### src/rtl/nested_gather_pkg.sv
// Shared types for nested_gather: the pairing state derived from the two slot
// full flags (bit 0 = slot a full, bit 1 = slot b full).
package nested_gather_pkg;

    typedef enum logic [1:0] {
        EMPTY  = 2'b00,
        HAVE_A = 2'b01,
        HAVE_B = 2'b10,
        BOTH   = 2'b11
    } pair_state_t;

    // Pack the two slot flags into the pairing state.
    function automatic pair_state_t pair_state(input logic full_a, input logic full_b);
        return pair_state_t'({full_b, full_a});
    endfunction

endpackage

### src/rtl/nested_gather_slot.sv
// gather_slot: one-entry hold register with a full flag.
//   clk, rst  : clock, asynchronous active-high reset
//   load      : capture din (optionally inverted) and set full
//   clear     : drop the held word (load wins when both are high)
//   din       : incoming leaf word
//   full      : a word is held
//   dout      : held word
module gather_slot #(
    parameter int unsigned WIDTH  = 8,
    parameter bit          INVERT = 1'b0
) (
    input  logic             clk,
    input  logic             rst,
    input  logic             load,
    input  logic             clear,
    input  logic [WIDTH-1:0] din,
    output logic             full,
    output logic [WIDTH-1:0] dout
);

    // Hold register; a load in the same cycle as a clear refills the slot.
    always_ff @(posedge clk or posedge rst) begin
        if (rst) begin
            full <= 1'b0;
            dout <= '0;
        end else if (load) begin
            full <= 1'b1;
            dout <= INVERT ? ~din : din;
        end else if (clear) begin
            full <= 1'b0;
        end
    end

endmodule

### src/rtl/nested_gather.sv
// nested_gather: re-pairs the two leaf copies of one value (a = true polarity,
// b = inverted polarity) and emits one checked stream with running counters.
//   clk, rst              : clock, asynchronous active-high reset
//   a_valid/a_ready/a_data: leaf a handshake
//   b_valid/b_ready/b_data: leaf b handshake
//   out_valid/out_ready   : result handshake
//   out_data              : slot a value of the emitted pair
//   out_mismatch          : pair failed the complement check
//   pair_count            : pairs emitted, wrapping
//   mismatch_count        : mismatching pairs, saturating
module nested_gather
    import nested_gather_pkg::*;
#(
    parameter int unsigned WIDTH    = 8,
    parameter bit          INVERT_B = 1'b1,
    parameter int unsigned COUNT_W  = 16
) (
    input  logic               clk,
    input  logic               rst,
    input  logic               a_valid,
    output logic               a_ready,
    input  logic [WIDTH-1:0]   a_data,
    input  logic               b_valid,
    output logic               b_ready,
    input  logic [WIDTH-1:0]   b_data,
    output logic               out_valid,
    input  logic               out_ready,
    output logic [WIDTH-1:0]   out_data,
    output logic               out_mismatch,
    output logic [COUNT_W-1:0] pair_count,
    output logic [COUNT_W-1:0] mismatch_count
);

    logic             full_a;
    logic             full_b;
    logic [WIDTH-1:0] slot_a;
    logic [WIDTH-1:0] slot_b;
    logic             load_a;
    logic             load_b;
    logic             fire;
    pair_state_t      state;

    logic               out_valid_d;
    logic [WIDTH-1:0]   out_data_d;
    logic               out_mismatch_d;
    logic [COUNT_W-1:0] pair_count_d;
    logic [COUNT_W-1:0] mismatch_count_d;

    // Pairing state is just the two slot flags; fire empties both slots.
    assign state   = pair_state(full_a, full_b);
    assign fire    = (state == BOTH) && (!out_valid || out_ready);
    assign a_ready = !full_a || fire;
    assign b_ready = !full_b || fire;
    assign load_a  = a_valid && a_ready;
    assign load_b  = b_valid && b_ready;

    if (1) begin : a
        gather_slot #(.WIDTH(WIDTH), .INVERT(1'b0)) u_slot (
            .clk   (clk),
            .rst   (rst),
            .load  (load_a),
            .clear (fire),
            .din   (a_data),
            .full  (full_a),
            .dout  (slot_a)
        );
    end

    // Slot b stores the un-inverted value so the compare is a plain equality.
    if (1) begin : b
        gather_slot #(.WIDTH(WIDTH), .INVERT(INVERT_B)) u_slot (
            .clk   (clk),
            .rst   (rst),
            .load  (load_b),
            .clear (fire),
            .din   (b_data),
            .full  (full_b),
            .dout  (slot_b)
        );
    end

    // Next values for the output register and counters.
    always_comb begin
        out_valid_d      = out_valid;
        out_data_d       = out_data;
        out_mismatch_d   = out_mismatch;
        pair_count_d     = pair_count;
        mismatch_count_d = mismatch_count;
        if (fire) begin
            out_valid_d    = 1'b1;
            out_data_d     = slot_a;
            out_mismatch_d = (slot_a != slot_b);
            pair_count_d   = pair_count + COUNT_W'(1);
            if (out_mismatch_d && (mismatch_count != {COUNT_W{1'b1}})) begin
                mismatch_count_d = mismatch_count + COUNT_W'(1);
            end
        end else if (out_ready) begin
            out_valid_d = 1'b0;
        end
    end

    // Output register and counters.
    always_ff @(posedge clk or posedge rst) begin
        if (rst) begin
            out_valid      <= 1'b0;
            out_data       <= '0;
            out_mismatch   <= 1'b0;
            pair_count     <= '0;
            mismatch_count <= '0;
        end else begin
            out_valid      <= out_valid_d;
            out_data       <= out_data_d;
            out_mismatch   <= out_mismatch_d;
            pair_count     <= pair_count_d;
            mismatch_count <= mismatch_count_d;
        end
    end

endmodule
### config.mk
export PLATFORM = sky130hd
export DESIGN_NAME = nested_gather
export DESIGN_NICKNAME = d
export VERILOG_FILES = /design/src/rtl/nested_gather_pkg.sv /design/src/rtl/nested_gather_slot.sv /design/src/rtl/nested_gather.sv
export SDC_FILE = /design/constraint.sdc
export NUM_CORES = 1
export LEC_CHECK = 0
export CAP_MARGIN = 30
export CORE_MARGIN = 2
export CORE_UTILIZATION = 39
export DETAILED_ROUTE_END_ITERATION = 16
export PLACE_DENSITY_LB_ADDON = 0.2
export SYNTH_ARGS = -nofsm -noshare
export SYNTH_HDL_FRONTEND = slang
export SYNTH_HIERARCHICAL = 1
export SYNTH_SLANG_ARGS = --single-unit
### constraint.sdc
create_clock -name clk -period 1.5 [get_ports clk]
set_input_delay 0.45 -clock clk [delete_from_list [all_inputs] [get_ports clk]]
set_output_delay 0.45 -clock clk [all_outputs]
set_load 0.02 [all_outputs]
Word-level counts from Yosys, hierarchy flattened
Cells that the tools add are included.
{"block": "totals", "register_bits": 60, "input_bits": 21, "out_inout_bits": 44, "word_cells": 34}
{"block": "op_classes", "addsub": 2, "n_eq_ne": 3, "n_mux": 5, "bitwise": 1, "reduce_logical": 14}
{"operator": "$add A16 B1 Y16 const B", "n": 2}
{"operator": "$ne A16 B16 Y1 const B", "n": 1}
{"operator": "$ne A8 B8 Y1", "n": 1}
{"operator": "$not A8 Y8", "n": 1}
{"operator": "$reduce_bool A2 Y1", "n": 3}
{"operator": "$mux W1", "n": 5}
{"operator": "$logic_and A1 B1 Y1", "n": 4}
{"operator": "$logic_not A1 Y1", "n": 3}
{"operator": "$logic_or A1 B1 Y1", "n": 3}
{"operator": "$eq A2 B2 Y1 const B", "n": 1}
{"operator": "$reduce_and A2 Y1", "n": 1}

Depth between registers and ports, before layout
Gate-level depths: netlist of the first run.
{"block": "logic_depth", "word_depth": 6, "ltp_mapped": 8, "mapped_depth_nobuf": 6}

By module
Netlist of the first run, hierarchy kept.
{"module": "nested_gather", "n_inst": 1, "cells_per_inst": 189, "area_each_um2": 2053.2, "seq_area_each_um2": 1051.0}
{"module": "gather_slot at a.u_slot", "n_inst": 1, "cells_per_inst": 21, "area_each_um2": 372.9, "seq_area_each_um2": 225.2}
{"module": "gather_slot at b.u_slot", "n_inst": 1, "cells_per_inst": 30, "area_each_um2": 370.4, "seq_area_each_um2": 225.2}

Least setup slack after synthesis of the first run
No wires, ideal clock.
{"block": "synth_path", "kind": "in2reg", "start": "in out_ready", "end": "reg a.u_slot.dout[0]", "setup_ns": 0.125, "arrival_time_ns": 1.516, "t_required_ns": 1.375, "slack_ns": -0.141, "path_stages": 6, "n_path_buf": 1, "path_cell_list": "nand2b_1 > nand3_2 > nand2_1 > and2_1 > buf_6 > mux2_4"}
{"block": "synth_via", "elab_chain_cells": 4}
{"element": "start: declaration", "line": "nested_gather.sv:27", "text": "input logic out_ready,"}
{"element": "$logic_or A1 B1 Y1", "line": "nested_gather.sv:51", "text": "assign fire = (state == BOTH) && (!out_valid || out_ready);"}
{"element": "$logic_and A1 B1 Y1", "line": "nested_gather.sv:51"}
{"element": "$logic_or A1 B1 Y1", "line": "nested_gather.sv:52", "text": "assign a_ready = !full_a || fire;"}
{"element": "net a_ready", "line": "nested_gather.sv:21", "text": "output logic a_ready,"}
{"element": "$logic_and A1 B1 Y1", "line": "nested_gather.sv:54", "text": "assign load_a = a_valid && a_ready;"}
{"element": "net load_a", "line": "nested_gather.sv:38", "text": "logic load_a;"}
{"element": "end signal: assignment", "line": "nested_gather_slot.sv:28", "text": "dout <= INVERT ? ~din : din;"}
{"element": "end: declaration", "line": "nested_gather_slot.sv:18", "text": "output logic [WIDTH-1:0] dout"}
The timed path passes the listed nets, and every way through them passes these cells.
A chain may end at the register's enable or synchronous reset.

Worst setup path in the final report of the first run
{"block": "layout_path", "start": "reg a.u_slot.dout[6]", "end": "reg mismatch_count[6]"}
{"block": "layout_via", "elab_chain_cells": 3}
{"element": "$ne A8 B8 Y1", "line": "nested_gather.sv:92", "text": "out_mismatch_d = (slot_a != slot_b);"}
{"element": "$logic_and A1 B1 Y1", "line": "nested_gather.sv:94", "text": "if (out_mismatch_d && (mismatch_count != {COUNT_W{1'b1}})) begin"}
{"element": "$reduce_and A2 Y1 (no line)"}
{"element": "end signal: assignment", "line": "nested_gather.sv:115", "text": "mismatch_count <= mismatch_count_d;"}
{"element": "end: declaration", "line": "nested_gather.sv:31", "text": "output logic [COUNT_W-1:0] mismatch_count"}
No other way between the ends.

==> results.md, run 1 <==
- Max Buffers Root-to-Sink: 2
- Routed WL: 6550 µm
- Sw Share: 37.1%
- Int Power: about 5.2 mW
- Post-synthesis area per instance: 11.7 µm²
- Total GRT Usage: 18.2%
- CTS tree: yes
- Die Width: 88.7 µm
- Synth cell types: 41
- Post-Syn Area: ~2800 µm²
- Root Buffer: clkbuf_8
- Sequential share of power: a little under a third
- Highest clock rate: 0.609 GHz
- Worst VDD drop: 0.00113 V
- Adder-cell share of the synthesized area: 0.895%
- Post-route cell area: 4540 µm²
- Status: complete, but fails checks
- Routed vias/inst: between 4 and 5
- Hold Vio Cnt, Final: 0
- Fraction of registers with async set/reset: 100%
- Clock network fraction of total power: between 10% and 20%
- CORE AREA: ~7000 µm²
- FF-to-FF path depth: 7
- Antenna Nets Post-Route: 0
- Post-synthesis sequential area ratio: 53.7%
- Post-synth EDFFs: 0
- Row count: 30
- Layout Cells excl Fill: 487
- DR WL/cell: 13.5 µm
- # setup viols final: 19
- Post-synthesis compound-gate area fraction: 3.58%
- CP Capture Type: flop
- Initial Utilization: 40.7%
- Initial antenna violation count: 0
- Grt total ovfl: 0
- Multiplexer share of the synthesized area: 6.35%
- Synth Flop Type: dfrtp_1
- Final Wtd Congestion: 0.771
- Net Sw Power: 3.07 mW
- I/O Buffers: 64
- Tcrit/Tclk final: 109%
- Layout Nets: 410
- Fin worst setup slack: -0.141 ns
- TritonCTS Sinks: 60
- CTS hold repair buffers: 0
- Vias: 2256
- Number of slew-limit violations in the final report: 0
- Comb pwr share: between 50% and 60%
- WS Path Type: reg -> reg
- 1st-iter DRT viols: 32
- H-Tree Depth: 3
- Required time worst endpoint: between 1.5 and 2 ns
- Reg clk slew, reported paths: 0.06 ns
- Area grow syn2layout: 62.4%
- Most frequent cells in the layout: buf_4, nand2_1, dfrtp_1
- CP startpoint kind: flop
- Number of global-route vias before repair: approximately 2300
- First-pass DRT Iterations: 4
- Yosys warns: 6
- Leakage dissipation: 2.11 nW
- Setup Skew: between 0.004 and 0.005 ns
- DP Worst Slack: -0.811 ns
- Post-synthesis xor/xnor area fraction: 11.3%
- Share of the synthesized area in the top cell type: 53.7%
- First-pass GRT wire length: around 11000 µm
- Largest net degree at the start of global routing: 21
- Worst-Skew Late Latency: 0.33 ns
- Net Count, Synth: 263
- Failing checks: negative setup slack
- I/O pin total: 65
- Post-DP Area: between 4000 and 5000 µm²
- Die area: 7860 µm²
- Slew @ Worst Pin: between 0.4 and 0.5 ns
- Worst EP arrival: 1.85 ns
- PwrDens: 1820 nW/µm²
- Largest family of logic cells by synthesized area: simple AND/OR/NAND/NOR gates
- Post-synth top area cell: dfrtp_1
- RSZ-0062 raised after global routing: yes
- Slew HR: 71.5%
- Yosys reg bits: 60
- DP Wirelength: 4540 µm
- Leading cell type in the layout, fill and taps excluded: buf_4
- Synth area leaders: dfrtp_1, xnor2_1, nand2_1, mux2_4, xor2_1
- Post-Synth Simple-Gate Area: about a fifth
- Max Cap Violations: 0
- Total negative slack: -1.89 ns
- Dpl cells: 450
- Worst min path class: in -> async
- CP max FO: 4
- # DRC: 0
- Die Y: about 89 µm
- Minimum clock period after layout: 1.64 ns
- Num CTS Buffers: 9
- Proportion of layout cells with a drive suffix above 1: 52.2%
- Diode count: 0
- Cells after Synth: 240
## final timing paths
kind / slack [ns] / start / endpoint
worst max-delay path: -0.14 / a.u_slot/dout[6]$_DFFE_PP0P_ / mismatch_count[6]$_DFFE_PP0P_
worst min-delay path: 0.44 / rst / out_data[3]$_DFFE_PP0P_
worst max register to register: -0.14 / a.u_slot/dout[6]$_DFFE_PP0P_ / mismatch_count[6]$_DFFE_PP0P_
worst min register to register: 0.46 / pair_count[15]$_DFFE_PP0P_ / pair_count[15]$_DFFE_PP0P_
max in group asynchronous: 0.66 / rst / mismatch_count[15]$_DFFE_PP0P_
min in group clk: 0.46 / pair_count[15]$_DFFE_PP0P_ / pair_count[15]$_DFFE_PP0P_
## Yosys cell counts (3+ instances only)
cell type,n
xor2_1,15
nand2_1,48
inv_1,8
and2_1,3
buf_6,3
nand4_1,9
nor2_2,4
a21oi_1,3
nand3_1,7
a21oi_2,3
dfrtp_1,60
xnor2_1,21
nor3_1,7
mux2_4,9
nor2_1,6
## area by class of cell
| type | instances | area, µm² |
|---|---|---|
| Fill cell | 553 | 2330 |
| Inverter | 9 | 41.3 |
| Multi-Input combinational cell | 166 | 1440 |
| Tap cell | 96 | 120 |
| Timing Repair Buffer | 141 | 1240 |
| Clock buffer | 13 | 159 |
| Sequential cell | 60 | 1530 |
| Clock inverter | 2 | 10.0 |
## power groups by stage
| stage | Sequential [mW] | Combinational (mW) | Clock, mW |
|---|---|---|---|
| floorplan | 3.00 | 1.68 | 0 |
| global placement | 2.64 | 3.62 | 0 |
| detailed placement | 2.65 | 3.69 | 0 |
| CTS | 2.62 | 4.14 | 1.31 |
| global route | 2.71 | 4.71 | 1.37 |
| finish | 2.64 | 4.36 | 1.27 |
## layer usage
| layer | GRT usage (%) | wire length (µm) |
|---|---|---|
| met5 | 0 | 0 |
| met4 | 8.13 | 100 |
| met3 | 4.01 | 215 |
| met2 | 30.3 | 3350 |
| met1 | 22.6 | 2880 |
## registers in the layout, indices dropped and copies added (netlist names)
signal          count
b.u_slot/full       1
a.u_slot/full       1
out_data            8
out_mismatch        1
out_valid           1
b.u_slot/dout       8
pair_count         16
mismatch_count     16
a.u_slot/dout       8
## critical path, cell delays in order (launching register included)
cell and delay (ns):
dfrtp_1 0.41, xnor2_2 0.19, nand4_1 0.19, buf_4 0.20, o21ai_4 0.19, buf_6 0.14, nor3_1 0.05, xor2_1 0.15
## logic make-up after synthesis
family,count (synthesis)
compound gates,10
flops,60
mux,13
simple gates,104
xor+xnor,36
fa+ha+maj,2
buf+inv,15
## through the flow
stage / total power [mW] / hold slack, ns / utilization [%]
2_1_floorplan: 4.68 / 0.278 / -
3_3_place_gp: 6.26 / 0.457 / 59.0
3_5_place_dp: 6.35 / 0.456 / 59.0
4_1_cts: 8.06 / 0.422 / 65.3
5_1_grt: 8.79 / 0.438 / 66.1
6_report: 8.28 / 0.436 / 66.1
## repair_timing
item	CTS	global route
gates cloned	1	0
resized for setup	146	43
setup endpoints to repair	94	52
pin swaps	25	27
setup buffers	15	7
(Power assumes the default switching activity.)
==> run 2, diff against run 1 <==
--- a/config.mk
+++ b/config.mk
@@ -9,7 +9,10 @@
 export CORE_MARGIN = 2
 export CORE_UTILIZATION = 39
 export DETAILED_ROUTE_END_ITERATION = 16
+export GPL_ROUTABILITY_DRIVEN = 1
 export PLACE_DENSITY_LB_ADDON = 0.2
+export REMOVE_ABC_BUFFERS = 1
+export SETUP_SLACK_MARGIN = 0.3
 export SYNTH_ARGS = -nofsm -noshare
 export SYNTH_HDL_FRONTEND = slang
 export SYNTH_HIERARCHICAL = 1
==> run 2 against run 1 <==
The run still ends with negative setup slack left. Core utilization grew 8.7 points. Critical path depth is the same. Clock skew grew 0.0042 ns. Sequential power grew 2%. Global-route usage grew 0.97 points. Combinational power grew 22%. Via count grew 6.6%. Cell count grew 7.4%. First-iteration DRC count grew 140%. Non-clock buffer count grew 35. Critical path type unchanged.
==> results.md, run 2 (synthesized netlist as in run 1, its figures left out) <==
- Tcrit/Tclk final: 110%
- Proportion of layout cells with a drive suffix above 1: 62.5%
- Number of slew-limit violations in the final report: 0
- I/O Buffers: 64
- Vias: around 2400
- First-pass GRT wire length: 11500 µm
- Worst min path class: in -> reg
- Root Buffer: clkbuf_8
- Max incr delay on CP: 0.40 ns
- Fin worst setup slack: -0.153 ns
- Die Width: 88.7 µm
- Row count: 30
- Layout filler cell count: 474
- Largest regs: mismatch_count x16, pair_count x16
- Initial Utilization: 40.7%
- Slew HR: 73.8%
- Reg clk slew, reported paths: ~0.070 ns
- Worst-Skew Late Latency: 0.33 ns
- Layout Nets: between 400 and 500
- Setup Skew: 0.00866 ns
- First-pass DRT Iterations: 4
- Total GRT Usage: 19.2%
- Util after Layout: 74.9%
- 1st-iter DRT viols: 77
- # DRC: 0
- Initial antenna violation count: 0
- # setup viols final: 21
- Crit path buffers/inverters: 2
- DR WL/cell: 14.4 µm
- Required time worst endpoint: roughly 1.7 ns
- TritonCTS Sinks: 60
- Critical hold path startpoint: out_ready
- Max Cap Violations: 0
- Dpl cells: 451
- Minimum clock period after layout: around 1.7 ns
- Area grow syn2layout: 83.9%
- Antenna Nets Post-Route: 0
- CP Capture Type: flop
- Max Buffers Root-to-Sink: 2
- Most frequent cells in the layout: buf_4, buf_6, dfrtp_1
- Largest net degree at the start of global routing: 43
- Worst VDD drop: around 0.001 V
- PwrDens: 1880 nW/µm²
- Routed WL: roughly 7500 µm
- R2R Path Start: a.u_slot/dout[6]$_DFFE_PP0P_
- H-Tree Depth: 3
- WS Path Type: reg -> reg
- CP startpoint: a.u_slot/dout[6]$_DFFE_PP0P_
- WHS: roughly 0.45 ns
- DP Wirelength: 4400 µm
- Failing checks: negative setup slack
- Worst EP arrival: 1.85 ns
- DP Worst Slack: -0.837 ns
- Hold Vio Cnt, Final: 0
- CTS tree: yes
- RSZ-0062 raised after global routing: yes
- Final Wtd Congestion: 0.779
- Number of global-route vias before repair: 2387
- Leakage dissipation: 2.50 nW
- Design Power: 9.66 mW
- Grt total ovfl: 0
- CORE AREA: between 6000 and 7000 µm²
- Die Y: 88.7 µm
- Crit-path leading delay family: flip-flops
- Worst path cell trace: xnor2_1 > nand4_1 > buf_6 > o21ai_4 > buf_4 > nor3_1 > xor2_1
- CP max FO: 6
- Diode count: 0
- Num CTS Buffers: 9
- Die area: 7860 µm²
- Highest clock rate: 0.605 GHz
- Leading cell type in the layout, fill and taps excluded: buf_4
- Slew @ Worst Pin: between 0.3 and 0.4 ns
- Routed vias/inst: between 4 and 5
- I/O pin total: 65
- CP max-delay cell: dfrtp_1
- CTS hold repair buffers: 0
- Status: complete, but fails checks
- CP startpoint kind: flop
- Layout Cells excl Fill: ~520
==> run 2: worst min-delay path, stage by stage <==
cell and delay (ns):
buf_2 0.11, nand2b_4 0.14, nand2_1 0.05
==> run 2: path summary, 6_finish.rpt <==
| path | slack (ns) | endpoint | cells after the start |
|---|---|---|---|
| max in group asynchronous | 0.73 | mismatch_count[11]$_DFFE_PP0P_ | 3 |
| hold reg to reg | 0.52 | out_data[1]$_DFFE_PP0P_ | 2 |
| setup reg to reg | -0.15 | mismatch_count[7]$_DFFE_PP0P_ | 7 |
| min in group asynchronous | 0.46 | b.u_slot/dout[7]$_DFFE_PP0P_ | 2 |
| setup / recovery | -0.15 | mismatch_count[7]$_DFFE_PP0P_ | 7 |
| hold / removal | 0.45 | out_valid$_DFFE_PP0P_ | 3 |
==> run 2: what timing repair did <==
| item | 4_1_cts | 5_1_grt |
|---|---|---|
| cloned | 2 | 0 |
| gates resized for setup | 339 | 47 |
| buffers inserted | 38 | 16 |
| pin swaps | 35 | 25 |
| endpoints found under the setup margin | 103 | 101 |
==> run 2: layout make-up <==
| type | count | area (µm²) | area share (%) |
|---|---|---|---|
| clock buffer | 11 | 141 | 2.75 |
| inverter | 9 | 41.3 | 0.803 |
| sequential | 60 | 1510 | 29.3 |
| multi-input combinational | 166 | 1570 | 30.4 |
| timing repair buffer | 176 | 1690 | 32.9 |
| clock inverter | 5 | 75.1 | 1.46 |
| tap | 96 | 120 | 2.34 |
==> run 2: metrics by stage <==
step / cell area (µm²) / setup TNS, ns
2_1_floorplan: 2740 / -9.31
3_3_place_gp: 3960 / -27.36
3_5_place_dp: 3960 / -28.93
4_1_cts: 4810 / -1.48
5_1_grt: 5140 / -4.16
6_report: 5140 / -2.28
==> run 2: power breakdown <==
part	total, mW	internal (mW)	switching (mW)	leakage, nW
sequential	2.70	2.16	0.543	0.744
clock	1.63	0.974	0.655	0.113
combinational	5.32	3.02	2.30	1.65
==> run 2: metal layers <==
layer	routed length, µm	up-vias	global-route usage, %
met1	3320	1177	25.7
li1	-	1173	-
met4	78	0	6.61
met3	252	7	3.36
met2	3860	48	31.3
met5	0	-	0
